### src/rtl/div_unit_pkg.sv
// div_unit shared types and constants.
// Op encoding, FSM states and datapath sizes.
package div_unit_pkg;

   localparam int XLEN      = 32;
   localparam int DIV_ITERS = 32;
   localparam int CNT_W     = $clog2(DIV_ITERS);

   typedef enum logic [1:0] {
      OP_DIV  = 2'b00,
      OP_DIVU = 2'b01,
      OP_REM  = 2'b10,
      OP_REMU = 2'b11
   } div_op_t;

   typedef enum logic [1:0] {
      S_IDLE = 2'b00,
      S_CALC = 2'b01,
      S_DONE = 2'b10
   } div_state_t;

   function automatic logic is_signed_op(div_op_t op);
      return (op == OP_DIV) || (op == OP_REM);
   endfunction

   function automatic logic is_rem_op(div_op_t op);
      return (op == OP_REM) || (op == OP_REMU);
   endfunction

endpackage

### src/rtl/div_unit_if.sv
// div_unit EX-stage bundle.
// Master drives the request, slave returns status/result.
interface div_unit_if;
   import div_unit_pkg::*;

   logic            div_en_e;
   logic [1:0]      div_op_e;
   logic [XLEN-1:0] src_a_e;
   logic [XLEN-1:0] src_b_e;
   logic            kill;
   logic            div_done_e;
   logic            div_busy;
   logic [XLEN-1:0] div_result;

   modport master (
      output div_en_e, div_op_e, src_a_e, src_b_e, kill,
      input  div_done_e, div_busy, div_result
   );

   modport slave (
      input  div_en_e, div_op_e, src_a_e, src_b_e, kill,
      output div_done_e, div_busy, div_result
   );

endinterface

### src/rtl/div_unit_step.sv
// div_step: one restoring radix-2 iteration.
// Shifts the next dividend bit into the partial remainder.
module div_step
   import div_unit_pkg::*;
(
   input  logic [XLEN-1:0] rem_i,
   input  logic [XLEN-1:0] quo_i,
   input  logic [XLEN-1:0] dvs_i,
   output logic [XLEN-1:0] rem_o,
   output logic [XLEN-1:0] quo_o
);

   logic [XLEN:0] shifted;
   logic [XLEN:0] diff;

   // Trial subtract; keep it only if it did not go negative.
   always_comb begin
      shifted = {rem_i, quo_i[XLEN-1]};
      diff    = shifted - {1'b0, dvs_i};
      if (!diff[XLEN]) begin
         rem_o = diff[XLEN-1:0];
         quo_o = {quo_i[XLEN-2:0], 1'b1};
      end else begin
         rem_o = shifted[XLEN-1:0];
         quo_o = {quo_i[XLEN-2:0], 1'b0};
      end
   end

endmodule

### src/rtl/div_unit.sv
// div_unit: iterative 32-bit RISC-V divider.
// Special cases finish in one cycle, others take 32 steps.
module div_unit
   import div_unit_pkg::*;
(
   input logic       clk,
   input logic       rst,
   div_unit_if.slave bus
);

   div_state_t      state_q, state_d;
   div_op_t         op_q, op_d;
   logic [CNT_W-1:0] cnt_q, cnt_d;
   logic [XLEN-1:0] quo_q, quo_d;
   logic [XLEN-1:0] rem_q, rem_d;
   logic [XLEN-1:0] dvs_q, dvs_d;
   logic            qneg_q, qneg_d;
   logic            rneg_q, rneg_d;
   logic [XLEN-1:0] res_q, res_d;

   div_op_t         op_in;
   logic            a_neg, b_neg;
   logic [XLEN-1:0] a_abs, b_abs;
   logic            b_zero, ovf;
   logic [XLEN-1:0] step_rem, step_quo;

   div_step u_step (
      .rem_i (rem_q),
      .quo_i (quo_q),
      .dvs_i (dvs_q),
      .rem_o (step_rem),
      .quo_o (step_quo)
   );

   // Operand signs, magnitudes and special-case detection.
   always_comb begin
      op_in  = div_op_t'(bus.div_op_e);
      a_neg  = is_signed_op(op_in) && bus.src_a_e[XLEN-1];
      b_neg  = is_signed_op(op_in) && bus.src_b_e[XLEN-1];
      a_abs  = a_neg ? -bus.src_a_e : bus.src_a_e;
      b_abs  = b_neg ? -bus.src_b_e : bus.src_b_e;
      b_zero = (bus.src_b_e == '0);
      ovf    = is_signed_op(op_in)
               && (bus.src_a_e == 32'h8000_0000)
               && (bus.src_b_e == 32'hFFFF_FFFF);
   end

   // Next-state, datapath and result selection.
   always_comb begin
      state_d = state_q;
      op_d    = op_q;
      cnt_d   = cnt_q;
      quo_d   = quo_q;
      rem_d   = rem_q;
      dvs_d   = dvs_q;
      qneg_d  = qneg_q;
      rneg_d  = rneg_q;
      res_d   = res_q;
      unique case (state_q)
         S_IDLE: begin
            if (bus.div_en_e && !bus.kill) begin
               op_d = op_in;
               if (b_zero) begin
                  res_d   = is_rem_op(op_in) ? bus.src_a_e : '1;
                  state_d = S_DONE;
               end else if (ovf) begin
                  res_d   = is_rem_op(op_in) ? '0 : 32'h8000_0000;
                  state_d = S_DONE;
               end else begin
                  quo_d   = a_abs;
                  rem_d   = '0;
                  dvs_d   = b_abs;
                  qneg_d  = a_neg ^ b_neg;
                  rneg_d  = a_neg;
                  cnt_d   = '0;
                  state_d = S_CALC;
               end
            end
         end
         S_CALC: begin
            if (bus.kill) begin
               cnt_d   = '0;
               state_d = S_IDLE;
            end else begin
               quo_d = step_quo;
               rem_d = step_rem;
               cnt_d = cnt_q + 1'b1;
               if (cnt_q == CNT_W'(DIV_ITERS - 1)) begin
                  cnt_d   = '0;
                  state_d = S_DONE;
                  if (is_rem_op(op_q))
                     res_d = rneg_q ? -step_rem : step_rem;
                  else
                     res_d = qneg_q ? -step_quo : step_quo;
               end
            end
         end
         S_DONE: begin
            state_d = S_IDLE;
         end
         default: begin
            state_d = S_IDLE;
         end
      endcase
   end

   // State and datapath registers; reset wins over everything.
   always_ff @(posedge clk) begin
      if (rst) begin
         state_q <= S_IDLE;
         op_q    <= OP_DIV;
         cnt_q   <= '0;
         quo_q   <= '0;
         rem_q   <= '0;
         dvs_q   <= '0;
         qneg_q  <= 1'b0;
         rneg_q  <= 1'b0;
         res_q   <= '0;
      end else begin
         state_q <= state_d;
         op_q    <= op_d;
         cnt_q   <= cnt_d;
         quo_q   <= quo_d;
         rem_q   <= rem_d;
         dvs_q   <= dvs_d;
         qneg_q  <= qneg_d;
         rneg_q  <= rneg_d;
         res_q   <= res_d;
      end
   end

   // A flushed instruction never reports completion.
   always_comb begin
      bus.div_done_e = (state_q == S_DONE) && !bus.kill;
      bus.div_busy   = (state_q == S_CALC);
      bus.div_result = res_q;
   end

endmodule

### src/flat_wrapper.sv
// flat-port wrapper written by rule: the top's interface ports become plain ports
module div_unit_flat import div_unit_pkg::*;
  (clk, rst, bus_div_en_e, bus_div_op_e, bus_src_a_e, bus_src_b_e, bus_kill, bus_div_done_e, bus_div_busy, bus_div_result);
  div_unit_if bus_i ();
  input logic clk;
  input logic rst;
  input wire logic [$bits(bus_i.div_en_e)-1:0] bus_div_en_e;
  input wire logic [$bits(bus_i.div_op_e)-1:0] bus_div_op_e;
  input wire logic [$bits(bus_i.src_a_e)-1:0] bus_src_a_e;
  input wire logic [$bits(bus_i.src_b_e)-1:0] bus_src_b_e;
  input wire logic [$bits(bus_i.kill)-1:0] bus_kill;
  output wire logic [$bits(bus_i.div_done_e)-1:0] bus_div_done_e;
  output wire logic [$bits(bus_i.div_busy)-1:0] bus_div_busy;
  output wire logic [$bits(bus_i.div_result)-1:0] bus_div_result;
  assign bus_i.div_en_e = bus_div_en_e;
  assign bus_i.div_op_e = bus_div_op_e;
  assign bus_i.src_a_e = bus_src_a_e;
  assign bus_i.src_b_e = bus_src_b_e;
  assign bus_i.kill = bus_kill;
  assign bus_div_done_e = bus_i.div_done_e;
  assign bus_div_busy = bus_i.div_busy;
  assign bus_div_result = bus_i.div_result;
  div_unit u_core (.clk(clk), .rst(rst), .bus(bus_i));
endmodule
### config.mk
export PLATFORM = sky130hd
export DESIGN_NAME = div_unit_flat
export DESIGN_NICKNAME = d
export VERILOG_FILES = /design/src/rtl/div_unit_pkg.sv /design/src/rtl/div_unit_if.sv /design/src/rtl/div_unit_step.sv /design/src/rtl/div_unit.sv /design/src/flat_wrapper.sv
export SDC_FILE = /design/constraint.sdc
export NUM_CORES = 1
export LEC_CHECK = 0
export CAP_MARGIN = 0
export CELL_PAD_IN_SITES_DETAIL_PLACEMENT = 0
export CELL_PAD_IN_SITES_GLOBAL_PLACEMENT = 1
export CORE_AREA = 2 2 150 210
export CTS_CLUSTER_DIAMETER = 50
export CTS_CLUSTER_SIZE = 16
export DETAILED_ROUTE_END_ITERATION = 8
export DIE_AREA = 0 0 152 212
export GPL_ROUTABILITY_DRIVEN = 0
export PLACE_DENSITY_LB_ADDON = 0.1
export SLEW_MARGIN = 10
export SYNTH_ARGS = -nofsm -noshare
export SYNTH_HDL_FRONTEND = slang
export SYNTH_SLANG_ARGS = --single-unit
### constraint.sdc
create_clock -name clk -period 4.9 [get_ports clk]
set_clock_uncertainty 0.15 [all_clocks]
set_input_delay 0.735 -clock clk [delete_from_list [all_inputs] [get_ports clk]]
set_output_delay 0.735 -clock clk [all_outputs]
set_load 0.05 [all_outputs]
==> impl_results.md, run 1 <==
* Vert. Die Dim at 212 um
* Final setup vio count at 0
* Seq cells post-synth at 138
* Post-synthesis sequential area ratio at 0.237
* Worst-path fanout max at 12
* Required @ worst endpoint at 5.15 ns
* Leading cell type in the layout, fill and taps excluded: nor2_1
* Cell mode on critical path: buf_4
* WP data arrival at between 5 and 6 ns
* Final Max Slew Viols at 0
* Post-DP HPWL at ~34000 um
* Initial DRC count at 762
* Antenna Nets Post-Route at 0
* Synth top area cells: dfxtp_1, nor2_1, a21oi_1, xor2_1, a211oi_1
* Port Buffers at 103
* Vias after detailed routing at approximately 13000
* Die area at roughly 32000 um^2
* Worst-path clk slew at around 0.07 ns
* Vias in the first global route at 11800
* Routed len/inst at 20.9 um
* Fill count at 3125
* P_leak at roughly 5.4 nW
* Synth area leader: dfxtp_1
* Mapped cell area at 11700 um^2
* Max stage delay on crit path at 0.60 ns
* CP Capture Type: flop
* Pin count of the biggest net entering global routing at 83
* Pwr/cell area at roughly 260 nW/um^2
* Final WS setup at approximately 0.13 ns
* # DRC at 0
* Number of synthesized flops with an enable pin at 0
* Maximum vdd ir drop at 0.183 mV
* Drt pass-1 iters at 5
* Mean post-synth cell area at between 7 and 8 um^2
* Final hold violation count at 0
* Total negative slack at 0 ns
* Worst-Margin Slew at 0.971 ns
* Final min period at 4.77 ns
* Max-Cap Viols at 0
* Antenna cell count at 0
* I/O pin count at about 100
* Syn Nets at 1738
* Share of synthesized flip-flops with an asynchronous set or reset at 0
* Final WL at roughly 45000 um
* Synth unique cells at 77
* Yosys top cell area share at 0.237
* Critical path buffers and inverters at 6
* CTS Root Cell: clkbuf_16
* Hold_ws at 0.319 ns
* Nets at ~1800
* Tcrit/Tclk final at 0.974
* Global-route wire length before repair at between 60000 and 70000 um
* CTS Hold Bufs at 0
* Share of cells above drive strength 1 at 0.0998
* Status: complete, no violations
* Layout area overhead at 22.4%
* CP delay by family, top: simple AND/OR/NAND/NOR gates
* Worst-case clock buffer depth at 2
* Antenna violations before repair at 0
* Ys flop type: dfxtp_1
* CTS buffer count at 17
* Commonest non-fill, non-tap cells in the layout: nor2_1, a21oi_1, dfxtp_1
* CTS tree: done
* Hold/Removal Path Class: flop to flop
* Max Fclk at ~0.21 GHz
* Worst setup SP type: flop
* Sink Count at 138
* Crit-path cells: inv_1 > ha_1 > buf_4 > nand2_1 > or4_4 > a311oi_2 > buf_4 > nor3_2 > buf_4 > o21ai_0 > o21ai_0 > inv_1 > ha_2 > nand3_1 > a21oi_2 > a41oi_2 > buf_6 > or3_1 > nor4_1 > o41ai_4 > nand2_1
* Slew headroom at 0.346
* Skew-Pair Late Insertion Delay at 0.46 ns
* Core Area at 30500 um^2
* Place WS at -0.0375 ns
* YS warnings at 0
* Vias/cell at around 5.9
* Master of the slowest instance on the critical path: or4_4
* WS Path Type: flop to flop
* Post-synthesis instance total at 1628
* Die Span X at 152 um
* Max H-tree Level at 4
* Rows at 76
* GRT Residual Overflow at 0
* Initial core utilization at 0.383
* Tot GR Track Use at 0.271
## cells in the mapped netlist, types with 7 or more instances
library cell / n
nor2_1: 261
a21oi_1: 142
dfxtp_1: 138
nand2_1: 115
o21ai_0: 99
clkbuf_1: 86
a211oi_1: 74
xor2_1: 64
inv_1: 60
xnor2_1: 59
nor3_1: 44
ha_1: 39
a22oi_1: 29
mux2i_1: 24
nor4_1: 24
o31ai_1: 23
or3_1: 22
o211ai_1: 21
nand4_1: 19
a311oi_1: 18
nand2b_1: 17
a21o_1: 16
buf_2: 16
nand3_1: 15
o21a_1: 14
o41ai_1: 14
a31oi_1: 11
o21bai_1: 11
mux2_2: 10
and2_1: 9
or4_1: 8
and3_1: 7
nand3b_1: 7
nor3b_1: 7
## worst reg2reg max path, cell delays in order (launching register included)
cell      delay (ns)
dfxtp_1         0.33
inv_1           0.05
ha_1            0.29
buf_4           0.14
nand2_1         0.14
or4_4           0.60
a311oi_2        0.26
buf_4           0.18
nor3_2          0.05
buf_4           0.21
o21ai_0         0.16
o21ai_0         0.15
inv_1           0.09
ha_2            0.21
nand3_1         0.10
a21oi_2         0.14
a41oi_2         0.07
buf_6           0.21
or3_1           0.40
nor4_1          0.55
o41ai_4         0.17
nand2_1         0.09
## power by group
| group | total, mW | switching [mW] | leakage (nW) | internal, mW |
|---|---|---|---|---|
| sequential | 1.21 | 0.0505 | 1.12 | 1.16 |
| clock | 1.46 | 0.597 | 0.307 | 0.862 |
| combinational | 0.976 | 0.595 | 4.00 | 0.380 |
| total | 3.65 | 1.24 | 5.43 | 2.41 |
## sequential cells by signal (all words and copies together) (netlist names)
signal                 count
u_core.dvs_q              32
u_core.op_q                1
u_core.qneg_q              1
u_core.rem_q              32
u_core.quo_q              32
u_core.state_q             2
u_core.bus.div_result     32
u_core.cnt_q               5
u_core.rneg_q              1
## final timing paths
check / cells past startpoint / start / to / slack (ns)
setup / recovery: 21 / u_core.dvs_q[27] / u_core.bus.div_result[30] / 0.13
hold / removal: 2 / u_core.bus.div_result[15] / u_core.bus.div_result[15] / 0.32
setup reg to reg: 21 / u_core.dvs_q[27] / u_core.bus.div_result[30] / 0.13
hold reg to reg: 2 / u_core.bus.div_result[15] / u_core.bus.div_result[15] / 0.32
## cells by family (layout without fill, tap and decap cells)
family          Yosys count  count (layout)  synth area share
mux                      34              34            0.0302
flops                   138             138             0.237
fa+ha+maj                40              40            0.0435
buf+inv                 169             285            0.0562
simple gates            587             587             0.236
compound gates          537             537             0.305
xor+xnor                123             123            0.0923
## timing repair
action,in CTS,in global routing
gates cloned,0,1
setup buffers,0,2
pin swaps,0,3
endpoints found under the setup margin,2,9
resized for setup,1,19
endpoints found under the hold margin,0,0
## area by class of cell
cell class              count  area (um^2)  area share
multi-input cells        1321         8400       0.588
flip-flops and latches    138         2760       0.193
repair buffers            191         1770       0.124
well taps                 390          488      0.0341
clock buffers              17          425      0.0298
inverters                  62          233      0.0163
clock inverters            15          213      0.0149
## per-stage QoR
stage          area [um^2]  std cells  power [mW]   util
2_1_floorplan        11700       1628        1.83      -
3_3_place_gp         13500       2099        2.19  0.443
3_5_place_dp         13500       2099        2.19  0.443
4_1_cts              14200       2131        3.65  0.464
5_1_grt              14300       2134        3.80  0.468
6_report             14300       2134        3.65  0.468
## metal layers
metal  vias to the layer above  wire length [um]  track usage
li1                       6178                 -            -
met1                      5877             18900        0.327
met2                       363             21500        0.466
met3                        87              1590       0.0285
met4                         0              2660        0.166
met5                         -                 0            0
Note: power is estimated with default switching activity, not from simulation.
==> run 2: changes to the inputs <==
--- a/config.mk
+++ b/config.mk
@@ -8,12 +8,14 @@
 export CAP_MARGIN = 0
 export CELL_PAD_IN_SITES_DETAIL_PLACEMENT = 0
 export CELL_PAD_IN_SITES_GLOBAL_PLACEMENT = 1
-export CORE_AREA = 2 2 150 210
+export CORE_AREA = 2 2 148 208
+export CTS_BUF_LIST = sky130_fd_sc_hd__clkbuf_2
 export CTS_CLUSTER_DIAMETER = 50
 export CTS_CLUSTER_SIZE = 16
 export DETAILED_ROUTE_END_ITERATION = 8
-export DIE_AREA = 0 0 152 212
+export DIE_AREA = 0 0 150 210
 export GPL_ROUTABILITY_DRIVEN = 0
+export MAX_ROUTING_LAYER = met4
 export PLACE_DENSITY_LB_ADDON = 0.1
 export SLEW_MARGIN = 10
 export SYNTH_ARGS = -nofsm -noshare
==> impl_results.md, run 2 (synthesized netlist as in run 1, its figures left out) <==
* Status: complete, no violations
* Tcrit/Tclk final at 0.967
* GRT Residual Overflow at 0
* Reg power frac at 0.420
* CTS tree: done
* Pwr/cell area at 209 nW/um^2
* Comb pwr share at 0.335
* Slew headroom at 0.385
* Max H-tree Level at 4
* Share of cells above drive strength 1 at 0.109
* Tot GR Track Use at 0.291
* Initial DRC count at approximately 820
* Sink Count at 138
* Post-DP HPWL at ~34000 um
* Master of the slowest instance on the critical path: dfxtp_1
* CP Capture Type: flop
* Worst-path clk slew at 0.27 ns
* Flop2flop setup slack at approximately 0.16 ns
* CTS buffer count at 17
* Port Buffers at 103
* Net switching power figure at 1.17 mW
* Hold/Removal Path Class: input pin to flop
* Switching share of power at 0.402
* Final Instance Area at 14000 um^2
* Core Area at 29700 um^2
* Final Max Slew Viols at 0
* Leading cell type in the layout, fill and taps excluded: nor2_1
* Skew-Pair Late Insertion Delay at just under 0.9 ns
* Drt pass-1 iters at 6
* Vias in the first global route at 12100
* Int Power at 1.75 mW
* Worst-path fanout max at 12
* Final setup vio count at 0
* Sequential cell area at 2770 um^2
* Worst-Margin Slew at 0.921 ns
* Multi-input logic area at 8420 um^2
* Finished Layout Cells at between 2000 and 2500
* Critical path buffers and inverters at 4
* Rows at 75
* Layout area overhead at 19.7%
* Pin count of the biggest net entering global routing at 71
* CP delay by family, top: compound AO/OA/AOI/OAI gates
* Max-Cap Viols at 0
* Final min period at 4.74 ns
* Final WS setup at 0.160 ns
* Place WS at -0.0462 ns
* Worst setup SP type: flop
* Final hold violation count at 0
* Die area at 31500 um^2
* Commonest non-fill, non-tap cells in the layout: nor2_1, a21oi_1, dfxtp_1
* Final WL at 44400 um
* Crit-path cells: ha_1 > nand2_1 > o21ai_0 > nor2_2 > a311oi_4 > buf_4 > nor3_2 > buf_4 > o21ai_0 > o21ai_0 > inv_1 > ha_2 > nand3_1 > a21oi_1 > a41oi_2 > buf_4 > or3_1 > o21a_1 > o41ai_4 > nand2_1
* WP data arrival at 5.35 ns
* Max stage delay on crit path at approximately 0.46 ns
* Antenna violations before repair at 1
* Nets at 1855
* # DRC at 0
* Hold_ws at 0.234 ns
* Placed cells at 2106
* Clock power share at 0.245
* Antenna Nets Post-Route at 0
* WS Path Type: flop to flop
* Max Fclk at between 0.2 and 0.25 GHz
* Required @ worst endpoint at about 5.5 ns
* Fill count at 3161
* Vias/cell at 5.86
* Initial core utilization at 0.394
* CTS Root Cell: clkbuf_2
* I/O pin count at between 100 and 150
* Global-route wire length before repair at 68500 um
* RSZ-0062 raised after global routing: true
* P_leak at 5.31 nW
* Maximum vdd ir drop at ~0.18 mV
* Routed len/inst at 20.7 um
* Vert. Die Dim at 210 um
* Vias after detailed routing at 12600
* Die Span X at 150 um
* Worst-case clock buffer depth at 2
* Placed Area at roughly 14000 um^2
-- run 2: cell count changes in the layout (fill, tap and decap cells not counted), moves of 2 or more --
cell        before  now
clkinv_4         3    1
clkbuf_16       17    0
bufinv_16        4    1
buf_4           81   98
buf_12           6    4
clkinvlp_4       2    7
clkbuf_2         0   17
-- run 2: worst reg2reg max path: stages, from the launching register on --
cell and delay (ns):
dfxtp_1 0.46, ha_1 0.43, nand2_1 0.10, o21ai_0 0.30, nor2_2 0.14, a311oi_4 0.37
buf_4 0.17, nor3_2 0.05, buf_4 0.22, o21ai_0 0.14, o21ai_0 0.13, inv_1 0.08
ha_2 0.22, nand3_1 0.08, a21oi_1 0.17, a41oi_2 0.08, buf_4 0.23, or3_1 0.40
o21a_1 0.24, o41ai_4 0.40, nand2_1 0.09
-- run 2: per-layer routing --
metal	wire length, um	track usage	vias to the layer above
met5	0	-	-
met4	2050	0.130	0
met3	1620	0.0333	64
met2	22100	0.494	331
met1	18700	0.343	5971
li1	-	-	6204
-- run 2: worst paths after layout --
kind / endpoint / startpoint / cells after the start
max reg2reg: u_core.bus.div_result[30] / u_core.rem_q[9] / 20
max: u_core.bus.div_result[30] / u_core.rem_q[9] / 20
min: u_core.quo_q[23] / rst / 2
min reg2reg: u_core.dvs_q[31] / u_core.dvs_q[31] / 2
-- run 2: power groups by stage --
stage	Combinational, mW	Clock (mW)	Sequential [mW]
2_1_floorplan	0.607	0	1.22
3_3_place_gp	0.949	0	1.24
3_5_place_dp	0.950	0	1.24
4_1_cts	0.957	0.739	1.22
5_1_grt	1.07	0.778	1.23
6_report	0.978	0.716	1.22
-- run 2: what timing repair did --
item                       in CTS  in global routing
setup endpoints to repair       2                 11
hold buffers                    0                  0
resized for setup               3                 20
buffers inserted                0                  4
cloned                          0                  1
pin swaps                       0                  8
-- run 2: layout make-up --
type                    count  area share
repair buffers            205       0.132
inverters                  62      0.0167
flip-flops and latches    138       0.198
clock buffers              17     0.00609
multi-input cells        1321       0.602
diodes                      1    0.000179
clock inverters            15      0.0102
well taps                 385      0.0345
-- run 2: metrics by stage --
stage               power [mW]  TNS, ns  utilization
CTS                       2.92        0        0.467
global route              3.08   -0.210        0.471
global placement          2.19        0        0.458
detailed placement        2.19  -0.0462        0.458
floorplan                 1.83        0            -
finish                    2.92        0        0.471
==> run 3: changes to the inputs <==
==> constraint.sdc (replaced) <==
create_clock -name clk -period 6.1 [get_ports clk]
set_clock_uncertainty 0.15 [all_clocks]
set_input_delay 0.915 -clock clk [delete_from_list [all_inputs] [get_ports clk]]
set_output_delay 0.915 -clock clk [all_outputs]
set_load 0.05 [all_outputs]
==> impl_results.md, run 3 (synthesized netlist as in run 1, its figures left out) <==
* Status: complete, no violations
* P_leak at 4.92 nW
* CTS tree: done
* CTS buffer count at 17
* Depth of the most critical reg-to-reg path at 20
* Post-CTS Setup Repair Bufs at 0
* I/O pin count at around 100
* Final Max Slew Viols at 0
* Placed cells at about 2000
* WS Path Type: flop to flop
* Worst-Margin Slew at roughly 1.1 ns
* Die area at 31500 um^2
* Initial core utilization at 0.394
* Pwr/cell area at ~180 nW/um^2
* Share of cells above drive strength 1 at 0.0530
* # DRC at 0
* RSZ-0062 raised after global routing: false
* Layout area overhead at 13.7%
* Global-route wire length before repair at 68500 um
* Reg2reg start: u_core.quo_q[31]
* Leading cell type in the layout, fill and taps excluded: nor2_1
* Max Fclk at 0.179 GHz
* Tot GR Track Use at 0.290
* Final WL at 44100 um
* Nets at ~1800
* Slew headroom at 0.288
* Worst hold stages at 2
* Commonest non-fill, non-tap cells in the layout: nor2_1, a21oi_1, dfxtp_1
* CP Capture Type: flop
* Max-Cap Viols at 0
* Initial DRC count at 837
* Final min period at 5.58 ns
* Final hold violation count at 0
* Finished Layout Cells at 2066
* Post-DP HPWL at 33400 um
* Max H-tree Level at 4
* # resized after CTS at 0
* Worst-path fanout max at 8
* Skew-Pair Late Insertion Delay at about 0.86 ns
* Required @ worst endpoint at 6.70 ns
* GRT Residual Overflow at 0
* Rows at 75
* Worst setup SP type: flop
* Antenna Nets Post-Route at 0
* Routed len/inst at 21.3 um
* Vert. Die Dim at between 200 and 250 um
* Port Buffers at 103
* Pin count of the biggest net entering global routing at 83
* Vias after detailed routing at 12200
* Master of the slowest instance on the critical path: or4_1
* Maximum vdd ir drop at 0.103 mV
* Worst r2r dst: u_core.bus.div_result[22]
* Vias/cell at 5.93
* Hold/Removal Path Class: flop to flop
* Flop2flop setup slack at 0.52 ns
* Drt pass-1 iters at 5
* CP Launch Point: u_core.quo_q[31]
* WP data arrival at 6.18 ns
* Die Span X at about 150 um
* Worst-path clk slew at 0.23 ns
* CTS Root Cell: clkbuf_2
* Total negative slack at 0 ns
* CTS Hold Bufs at 0
* Antenna violations before repair at 1
* Worst-case clock buffer depth at 2
* Fill count at roughly 3200
* Tcrit/Tclk final at 0.914
* Max stage delay on crit path at ~0.67 ns
* Vias in the first global route at 11600
* Core Area at just under 30000 um^2
* Final setup vio count at 0
* Crit-path cells: inv_1 > ha_1 > fa_1 > nand2b_1 > a21oi_1 > o21ai_0 > a311oi_1 > o21a_1 > nor2_4 > inv_2 > ha_1 > nand2_1 > or2_2 > or4_1 > o41ai_1 > xnor2_1 > a221oi_1 > o31ai_1 > nor3_1 > o21ai_0
* Setup crit end: u_core.bus.div_result[22]
* Sink Count at 138
## run 3: routing by layer
layer,track usage,wire length [um]
met1,0.345,18600
met4,0.119,1640
met3,0.0273,1420
met2,0.499,22400
met5,-,0
## run 3: worst max-delay path: cells and delay by family, from the launching register on
kind	cells	cell delay [ns]
and+or+nand+nor	6	1.52
adders and majority gates	3	0.82
xor gates and xnor gates	1	0.13
AOI/OAI and AO/OA	8	2.23
buffers and inverters	2	0.20
DFF	1	0.42
## run 3: power by group
part           total, mW  switching (mW)  leakage, nW  internal (mW)
clock              0.700           0.393        0.163          0.307
combinational      0.723           0.459         3.63          0.264
sequential         0.979          0.0417         1.12          0.937
## run 3: cell type report
| cell class | instances | area, um^2 | share of cell area |
|---|---|---|---|
| clock buffers | 18 | 90.1 | 0.00678 |
| repair buffers | 127 | 1220 | 0.0919 |
| multi-input cells | 1321 | 8290 | 0.624 |
| well taps | 385 | 482 | 0.0363 |
| inverters | 62 | 233 | 0.0175 |
| flip-flops and latches | 138 | 2760 | 0.208 |
| diodes | 1 | 2.50 | 0.000188 |
| clock inverters | 14 | 203 | 0.0153 |
## run 3: how the worst min path moves through the flow
stage / start / to / slack (ns)
6_report: u_core.dvs_q[31] / u_core.dvs_q[31] / 0.33
2_1_floorplan: u_core.dvs_q[31] / u_core.dvs_q[31] / 0.30
3_5_place_dp: u_core.dvs_q[31] / u_core.dvs_q[31] / 0.31
4_1_cts: u_core.dvs_q[31] / u_core.dvs_q[31] / 0.34
5_1_grt: u_core.dvs_q[31] / u_core.dvs_q[31] / 0.35
3_3_place_gp: u_core.bus.div_result[15] / u_core.bus.div_result[15] / 0.31
## run 3: per-stage QoR
| stage | instance area (um^2) | total power [mW] | hold slack, ns | worst slack, ns | utilization |
|---|---|---|---|---|---|
| 2_1_floorplan | 11700 | 1.46 | 0.296 | 0.733 | - |
| 3_5_place_dp | 13000 | 1.71 | 0.308 | 0.628 | 0.438 |
| 5_1_grt | 13300 | 2.53 | 0.354 | 0.117 | 0.448 |
| 6_report | 13300 | 2.40 | 0.331 | 0.522 | 0.448 |
| 4_1_cts | 13300 | 2.42 | 0.335 | 0.554 | 0.448 |
| 3_3_place_gp | 13000 | 1.71 | 0.307 | 0.612 | 0.438 |
